## src/rtl/sigma_stream_if.sv

```systemverilog
// sigma_stream_if: beat-input and packet-result valid/ready handshakes for sigma_stream
`ifndef N
`define N 16
`endif
interface sigma_stream_if #(
  parameter int W = `N,
  parameter int LANES = 8,
  parameter int BW = 9
);
  logic in_valid, in_ready, in_last, out_valid, out_ready, out_sat;
  logic [LANES*W-1:0] in_data;
  logic [LANES-1:0] in_mask;
  logic [W-1:0] out_data;
  logic [BW-1:0] out_beats;
  modport master (output in_valid, in_data, in_mask, in_last, out_ready,
                  input in_ready, out_valid, out_data, out_sat, out_beats);
  modport slave (input in_valid, in_data, in_mask, in_last, out_ready,
                 output in_ready, out_valid, out_data, out_sat, out_beats);
endinterface

```

## src/rtl/sigma_stream.sv

```systemverilog
// sigma_stream: per-packet saturated signed-magnitude sum of LANES operands per beat
`ifndef N
`define N 16
`endif
module sigma_stream #(
  parameter int W = `N,
  parameter int LANES = 8,
  parameter int PIPE = 1,
  parameter int MAXB = 256,
  localparam int BW = $clog2(MAXB + 1)
) (
  input logic clk,
  input logic rst_n,
  sigma_stream_if.slave s
);
  localparam int SW = W + $clog2(LANES) + 1;
  localparam int AW = SW + BW;
  localparam logic signed [AW-1:0] LIM = {{(AW-W+1){1'b0}}, {(W-1){1'b1}}};
  typedef enum logic [1:0] {ACC, FLUSH, DONE} state_t;
  state_t state, state_n;
  logic fire, add_v, clear, done_go, hi, lo, ovf, ovf_n;
  logic signed [SW-1:0] bsum, add_sum;
  logic signed [AW-1:0] acc, acc_n;
  logic signed [AW:0] wide;
  logic [W-2:0] neg;
  logic [BW-1:0] beats, beats_n;
  assign fire = s.in_valid && s.in_ready;
  assign s.in_ready = rst_n && state == ACC;
  assign s.out_valid = state == DONE;
  assign clear = state == DONE && s.out_ready;
  assign done_go = state_n == DONE && state != DONE;
  // exact beat sum: lanes converted to two's complement, masked lanes and -0 add nothing
  always_comb begin
    bsum = '0;
    for (int i = 0; i < LANES; i++)
      if (s.in_mask[i])
        bsum = s.in_data[i*W+W-1] ? bsum - SW'(s.in_data[i*W +: W-1]) : bsum + SW'(s.in_data[i*W +: W-1]);
  end
  if (PIPE != 0) begin : g_pipe
    logic st_v;
    logic signed [SW-1:0] st_sum;
    // stage register holding the previous beat's tree sum
    always_ff @(posedge clk)
      if (!rst_n) begin
        st_v <= 1'b0;
        st_sum <= '0;
      end else begin
        st_v <= fire;
        st_sum <= bsum;
      end
    assign add_v = st_v;
    assign add_sum = st_sum;
  end else begin : g_comb
    assign add_v = fire;
    assign add_sum = bsum;
  end
  // next accumulator/count/flag, result range checks and FSM transitions
  always_comb begin
    wide = (AW+1)'(acc) + (AW+1)'(add_sum);
    acc_n = !add_v ? acc : wide[AW] != wide[AW-1] ? {wide[AW], {(AW-1){!wide[AW]}}} : wide[AW-1:0];
    beats_n = fire && beats != BW'(MAXB) ? beats + BW'(1) : beats;
    ovf_n = ovf || (fire && beats == BW'(MAXB));
    neg = (W-1)'(-acc_n);
    hi = acc_n > LIM;
    lo = acc_n < -LIM;
    state_n = state == ACC && fire && s.in_last ? (PIPE != 0 ? FLUSH : DONE) :
              state == FLUSH ? DONE : clear ? ACC : state;
  end
  // state, accumulation and registered result capture on entry to DONE
  always_ff @(posedge clk)
    if (!rst_n) begin
      state <= ACC;
      acc <= '0;
      beats <= '0;
      ovf <= 1'b0;
      s.out_data <= '0;
      s.out_sat <= 1'b0;
      s.out_beats <= '0;
    end else begin
      state <= state_n;
      acc <= clear ? '0 : acc_n;
      beats <= clear ? '0 : beats_n;
      ovf <= clear ? 1'b0 : ovf_n;
      if (done_go) begin
        s.out_data <= hi ? {1'b0, {(W-1){1'b1}}} : lo ? {1'b1, {(W-1){1'b1}}} :
                      acc_n < 0 ? {1'b1, neg} : {1'b0, acc_n[W-2:0]};
        s.out_sat <= hi || lo || ovf_n;
        s.out_beats <= beats_n;
      end
    end
endmodule

```

## src/flat_wrapper.sv

```systemverilog
// flat-port wrapper written by rule: the top's interface ports become plain ports
module sigma_stream_flat 
#(
  parameter int W = `N,
  parameter int LANES = 8,
  parameter int PIPE = 1,
  parameter int MAXB = 256,
  localparam int BW = $clog2(MAXB + 1)
)
  (clk, rst_n, s_in_valid, s_in_data, s_in_mask, s_in_last, s_out_ready, s_in_ready, s_out_valid, s_out_data, s_out_sat, s_out_beats);
  sigma_stream_if #(.W(W), .LANES(LANES), .BW(9)) s_i ();
  input logic clk;
  input logic rst_n;
  input wire logic [$bits(s_i.in_valid)-1:0] s_in_valid;
  input wire logic [$bits(s_i.in_data)-1:0] s_in_data;
  input wire logic [$bits(s_i.in_mask)-1:0] s_in_mask;
  input wire logic [$bits(s_i.in_last)-1:0] s_in_last;
  input wire logic [$bits(s_i.out_ready)-1:0] s_out_ready;
  output wire logic [$bits(s_i.in_ready)-1:0] s_in_ready;
  output wire logic [$bits(s_i.out_valid)-1:0] s_out_valid;
  output wire logic [$bits(s_i.out_data)-1:0] s_out_data;
  output wire logic [$bits(s_i.out_sat)-1:0] s_out_sat;
  output wire logic [$bits(s_i.out_beats)-1:0] s_out_beats;
  assign s_i.in_valid = s_in_valid;
  assign s_i.in_data = s_in_data;
  assign s_i.in_mask = s_in_mask;
  assign s_i.in_last = s_in_last;
  assign s_i.out_ready = s_out_ready;
  assign s_in_ready = s_i.in_ready;
  assign s_out_valid = s_i.out_valid;
  assign s_out_data = s_i.out_data;
  assign s_out_sat = s_i.out_sat;
  assign s_out_beats = s_i.out_beats;
  sigma_stream #(.W(W), .LANES(LANES), .PIPE(PIPE), .MAXB(MAXB)) u_core (.clk(clk), .rst_n(rst_n), .s(s_i));
endmodule
```

## config.mk

```make
export PLATFORM = sky130hd
export DESIGN_NAME = sigma_stream_flat
export DESIGN_NICKNAME = d
export VERILOG_FILES = /design/src/rtl/sigma_stream_if.sv /design/src/rtl/sigma_stream.sv /design/src/flat_wrapper.sv
export SDC_FILE = /design/constraint.sdc
export NUM_CORES = 1
export LEC_CHECK = 0
export ABC_CLOCK_PERIOD_IN_PS = 13200
export BUFFER_PORTS_ARGS = -buffer_cell sky130_fd_sc_hd__buf_4
export CAP_MARGIN = 10
export CORE_ASPECT_RATIO = 0.6
export CORE_MARGIN = 2
export CORE_UTILIZATION = 50
export CTS_CLUSTER_DIAMETER = 60
export DETAILED_ROUTE_END_ITERATION = 10
export MAX_ROUTING_LAYER = met4
export PLACE_DENSITY = 0.8
export REMOVE_ABC_BUFFERS = 1
export SLEW_MARGIN = 20
export SYNTH_ARGS = -nofsm -noshare
export SYNTH_HDL_FRONTEND = slang
export SYNTH_SLANG_ARGS = --single-unit
```

## constraint.sdc

```tcl
create_clock -name clk -period 13.2 [get_ports clk]
set_clock_uncertainty 0.05 [all_clocks]
set_input_delay 0.66 -clock clk [delete_from_list [all_inputs] [get_ports clk]]
set_output_delay 0.66 -clock clk [all_outputs]
set_load 0.1 [all_outputs]
```

Word-level counts from Yosys, hierarchy flattened
Index checks and enable logic that the tools add are counted.
{"block": "totals", "regBits": 88, "wordCells": 77}
{"block": "op_classes", "n_addsub": 18, "magnitude_cmp": 3, "eq_ne": 7, "muxes": 25, "bitwise_logic": 1, "n_reduce_logical": 14}
{"cell": "2-to-1 mux 20 bit", "count": 16}
{"cell": "adder 20 x 15 -> 20 bit", "count": 7}
{"cell": "subtractor 20 x 15 -> 20 bit", "count": 7}
{"cell": "2-to-1 mux 29 bit", "count": 2}
{"cell": "2-to-1 mux 16 bit", "count": 3}
{"cell": "adder 29 x 20 -> 30 bit", "count": 1}
{"cell": "greater-than comparator 29 x 16 -> 1 bit (second input constant)", "count": 1}
{"cell": "less-than comparator 29 x 1 -> 1 bit (second input constant)", "count": 1}
{"cell": "less-than comparator 29 x 16 -> 1 bit (second input constant)", "count": 1}
{"cell": "subtractor 1 x 15 -> 16 bit (first input constant)", "count": 1}
{"cell": "negator 15 bit", "count": 1}
{"cell": "adder 9 x 1 -> 9 bit (second input constant)", "count": 1}
{"cell": "== test 9 bit (second input constant)", "count": 1}
{"cell": "2-to-1 mux 9 bit", "count": 1}
{"cell": "inequality test 9 bit (second input constant)", "count": 1}
{"cell": "logical AND 1 bit", "count": 8}
{"cell": "2-to-1 mux 2 bit", "count": 3}
{"cell": "== test 2 bit (second input constant)", "count": 2}
{"cell": "logical OR 1 bit", "count": 3}
{"cell": "== test 2 x 1 -> 1 bit (second input constant)", "count": 1}
{"cell": "zero test 2 bit", "count": 1}
{"cell": "inequality test 2 bit (second input constant)", "count": 1}
{"cell": "OR reduction 2 bit", "count": 1}
{"cell": "zero test 1 bit", "count": 1}
{"cell": "other kinds (2)", "count": 2}

Logic depth before layout (Yosys ltp)
{"block": "logic_depth", "word_depth": 24, "mapped_depth": 60, "ltp_nobuf": 60}

Least setup slack after synthesis
Ideal clock, no wire load.
{"block": "synth_timing", "path_kind": "in2reg", "startpoint": "input port s_in_data[5]", "endpoint": "register u_core.g_pipe.st_sum[19], in the netlist u_core.add_sum[19]", "setup_time_ns": 0.072, "arrival_ns": 11.427, "setup_slack_ns": 1.651, "cell_stages": 54, "cell_sequence": "or4_1 > buf_2 > o41ai_1 > xor2_1 > nor2_1 > ha_1 > or4_1 > o221ai_1 > a2bb2oi_2 > inv_2 > ha_1 > a21oi_1 > o31ai_1 > xor2_1 > nand2_1 > xnor2_1 > ha_1 > nand2_1 > [18 not listed] > a31oi_1 > nor3_1 > maj3_1 > a211oi_1 > o31ai_1 > ha_1 > a21oi_1 > o21ai_0 > xor2_1 > nand2_1 > o221ai_1 > ha_1 > a21oi_1 > o31ai_1 > a31oi_1 > o31ai_1 > or3b_1 > mux2i_1"}
{"block": "synth_via", "elab_chain_len": 24, "word_cells_on_any_way": 31}
{"item": "from (decl)", "line_no": "flat_wrapper.sv:15", "source": "input wire logic [$bits(s_i.in_data)-1:0] s_in_data;"}
{"item": "subtractor 1 x 15 -> 16 bit", "line_no": "sigma_stream.sv:37", "source": "bsum = s.in_data[i*W+W-1] ? bsum - SW'(s.in_data[i*W +: W-1]) : bsum + SW'(s.in_data[i*W +: W-1]);"}
{"item": "2-to-1 mux 20 bit *", "line_no": "sigma_stream.sv:37"}
{"item": "2-to-1 mux 20 bit *", "line_no": "sigma_stream.sv:36", "source": "if (s.in_mask[i])"}
{"item": "adder 20 x 15 -> 20 bit / subtractor 20 x 15 -> 20 bit (equally long branches)", "line_no": "sigma_stream.sv:37"}
{"item": "2-to-1 mux 20 bit", "line_no": "sigma_stream.sv:37"}
{"item": "2-to-1 mux 20 bit *", "line_no": "sigma_stream.sv:36"}
{"item": "adder 20 x 15 -> 20 bit / subtractor 20 x 15 -> 20 bit (equally long branches)", "line_no": "sigma_stream.sv:37"}
{"item": "2-to-1 mux 20 bit", "line_no": "sigma_stream.sv:37"}
{"item": "[8 not listed]"}
{"item": "2-to-1 mux 20 bit", "line_no": "sigma_stream.sv:37"}
{"item": "2-to-1 mux 20 bit *", "line_no": "sigma_stream.sv:36"}
{"item": "adder 20 x 15 -> 20 bit / subtractor 20 x 15 -> 20 bit (equally long branches)", "line_no": "sigma_stream.sv:37"}
{"item": "2-to-1 mux 20 bit", "line_no": "sigma_stream.sv:37"}
{"item": "2-to-1 mux 20 bit *", "line_no": "sigma_stream.sv:36"}
{"item": "adder 20 x 15 -> 20 bit / subtractor 20 x 15 -> 20 bit (equally long branches)", "line_no": "sigma_stream.sv:37"}
{"item": "2-to-1 mux 20 bit", "line_no": "sigma_stream.sv:37"}
{"item": "2-to-1 mux 20 bit *", "line_no": "sigma_stream.sv:36"}
{"item": "to (signal assigned)", "line_no": "sigma_stream.sv:49", "source": "st_sum <= bsum;"}
{"item": "to (decl)", "line_no": "sigma_stream.sv:41", "source": "logic signed [SW-1:0] st_sum;"}
Mark *: on every way between the ends. The rest lies on a longest branch, timed or not.
A chain may end at the register's enable or synchronous reset.

Worst setup path after layout
{"block": "layout_timing", "startpoint": "input port s_in_data[1]", "endpoint": "register u_core.g_pipe.st_sum[19], in the netlist u_core.add_sum[19]"}
Same word-level chain as after synthesis.

==> impl_metrics.yaml <==
routing:
  route.detailed.drc: 0
  vias: 17332
  drt_iter0_drc: 1884
  drt_pass1_iterations: 6
  ant_nets: 0
  drt-total-wl_mm: 52.0
  wl_per_cell_um: 18.6
  avgViaCountPerCell: 6.18
power:
  pwr-share-seq_pct: 8.7
  p_int_uw: 1910
  swShare_pct: 52.3
  peakVddDrop_uv: 117
  power_frac_comb_pct: 84.6
  total_power_uw: 4000
  p_clk_share_pct: 6.7
  p_sw_uw: 2090
  leakagePower_uw: 0.00804
  power_density_nw_per_um2: 219
timing:
  finalHoldViolCount: 0
  min_period_over_period_pct: 94.9
  finalSetupViolCount: 0
  fmaxAchievable_mhz: 79.8
  worst_slew_pin_slew_ns: 1.14
  maxSlewHeadroom_pct: 23.2
  finalCriticalPeriod_ns: 12.52
  maxSlewViolCount: 0
layout:
  final_area_um2: 18200
  fill_cells: 3065
  layout-drive-gt1-share_pct: 12.5
  multi_input_area_um2: 13700
  fin_nets: 2699
  synthToLayoutAreaGrowth_pct: 12.4
  stdcell_count: 2804
  seqCellArea_um2: 1760
yosys:
  synth-seq-cells: 88
  synth_cell_types: 95
  async_reset_ff_share_pct: 0
  yosysWarnings: 0
  synth_flop_cell: "dfxtp_1"
  synth.most_common_cell: "nor2_1"
  ys_top_cells_by_count: "nor2_1, a21oi_1, xnor2_1"
  synthCells: 2259
  avgSynthCellArea_um2: 7.18
  synth_top_area_share_pct: 13.6
  synth.area.top_cells: "ha_1, dfxtp_1, xnor2_1"
  synth_top_area_cell: "ha_1"
  synth_edf_count: 0
  ys_seq_area_share_pct: 10.9
  synthesis.area_um2: 16200
place:
  place_area_um2: 17800
  hpwl_mm: 43.2
  globalplace.congestion: 1.01
  dpl.cell_count: 2786
  io_buffers: 168
grt:
  grt_start_max_net_pins: 64
  grt_use_met1_pct: 47.4
  busiest_layer: "met1"
  grtUsageMet2_pct: 41.0
  use_met3_pct: 6.17
  grt_usage_pct: 30.7
  grt_antenna_before_repair: 1
  grt-ovfl-total: 0
  grt_pass1_vias: 15360
  grt_pass1_wl_mm: 81.7
clocking:
  numCtsBuffers: 9
  cts_sinks: 88
  ctsHoldBuffers: 0
  cts-root-buf: "clkbuf_16"
  insertion_delay_ns: 0.36
  htreeDepth: 3
  clkTransAtPathRegs_ns: 0.06
  cts_buffer_depth: 2
  cts_tree: "built"
setup_path:
  crit_start: "s_in_data[1]"
  r2r_start: "u_core.acc[0]"
  cp_top_family: "compound AO/OA/AOI/OAI gates"
  slowest_stage: "o311ai_4"
  cp_slowest_stage_delay_ns: 0.47
  start_kind: "primary input"
  endpoint_kind: "register"
  crit_type: "primary input to register"
  crit_arrival_ns: 12.76
  crit_top_cell: "ha_1"
  crit_required_ns: 13.44
  worstPathMaxFanout: 6
  path_buf_inv: 3
die:
  pin_count: 169
  fp.dieH_um: 144
  core_um2: 32200
  die_w_um: 237
  die_area_um2: 34000
  num_rows: 51
  initial_core_util_pct: 50.5
worst_hold_path:
  hold_start: "u_core.ovf"
  hp-class: "register to register"
run_status:
  status: "complete, no violations"
flow_run:
  drv_cap: 0
-- routing by layer --
metal / vias to the layer above / routed length, um
met2: 750 / 19700
met4: 0 / 459
li1: 8471 / -
met3: 38 / 5230
met1: 8073 / 26600
met5: - / 0
-- what timing repair did --
action / CTS / global route
resized for setup: 0 / 11
buffers inserted: 0 / 1
setup endpoints to repair: 0 / 3
-- path summary, 6_finish.rpt --
path                                to  slack, ns  cells past startpoint
setup reg to reg  u_core.s.out_data[7]       3.20                     32
hold reg to reg             u_core.ovf       0.42                      2
setup / recovery    u_core.add_sum[19]       0.68                     58
hold / removal              u_core.ovf       0.42                      2
-- area by class of cell --
cell class | instances | area share (%)
clock inverter | 4 | 0.281
tap | 424 | 2.91
multi-input combinational | 1935 | 75.0
antenna | 1 | 0.0137
timing repair buffer | 183 | 7.53
sequential | 88 | 9.66
inverter | 157 | 3.23
clock buffer | 12 | 1.41
-- sequential cells by signal (all words and copies together) (netlist names) --
name                flops
u_core.acc             29
u_core.add_sum         20
u_core.add_v            1
u_core.beats            9
u_core.ovf              1
u_core.s.out_beats      9
u_core.s.out_data      16
u_core.s.out_sat        1
u_core.state            2
-- power groups by stage --
| stage | sequential, uW | combinational (uW) | clock (uW) |
|---|---|---|---|
| floorplan | 381 | 2560 | 0 |
| global placement | 353 | 3150 | 0 |
| detailed placement | 355 | 3260 | 0 |
| CTS | 349 | 3290 | 270 |
| global route | 354 | 3770 | 283 |
| finish | 350 | 3380 | 268 |
-- cells in the final DEF (no fill, tap or decap), types with 22 or more instances in the layout --
cell      Yosys  routed
a211oi_1     23      23
o211a_1      24      24
nor2_1      230     230
xor2_1       69      69
mux2i_1      28      28
a31oi_1      50      50
nand2b_1     41      41
nor4_1       32      31
nor2b_1      31      30
nand2_1     152     152
mux2_2       34      34
ha_1        176     176
a21oi_1     183     182
dfxtp_1      88      88
nand3_1      50      50
buf_4         0     183
inv_1       151     151
o21ai_0     148     148
nor3_1       69      69
a21boi_0     22      22
xnor2_1     179     179
o31ai_1      28      26
a21o_1       43      43
-- cell families after synthesis --
logic type      after synthesis  share of synthesized area [%]
buf+inv                     236                           5.48
fa+ha+maj                   186                           14.7
mux                          62                           4.09
xor+xnor                    249                           13.5
flops                        88                           10.9
compound gates              683                           27.9
simple gates                755                           23.4
-- per-stage QoR --
stage               worst slack (ns)  setup TNS (ns)  utilization [%]  hold WS (ns)
global placement               0.438               0             55.4         0.393
finish                         0.676               0             56.7         0.420
floorplan                       1.67               0                -         0.374
detailed placement            -0.122          -0.122             55.4         0.403
CTS                            0.206               0             56.4         0.418
global route                 -0.0541         -0.0541             56.7         0.464
-- worst register-to-register path: cells and delay by family, from the launching register on --
| family | cells | cell delay (ns) |
|---|---|---|
| AND/OR/NAND/NOR | 10 | 3.88 |
| AO/OA/AOI/OAI | 16 | 3.44 |
| adder cells (fa/ha/maj) | 4 | 1.88 |
| flip-flops | 1 | 0.39 |
| XOR/XNOR | 1 | 0.17 |
| buffers and inverters | 1 | 0.06 |
No activity file was read; power rests on OpenSTA's default activity.
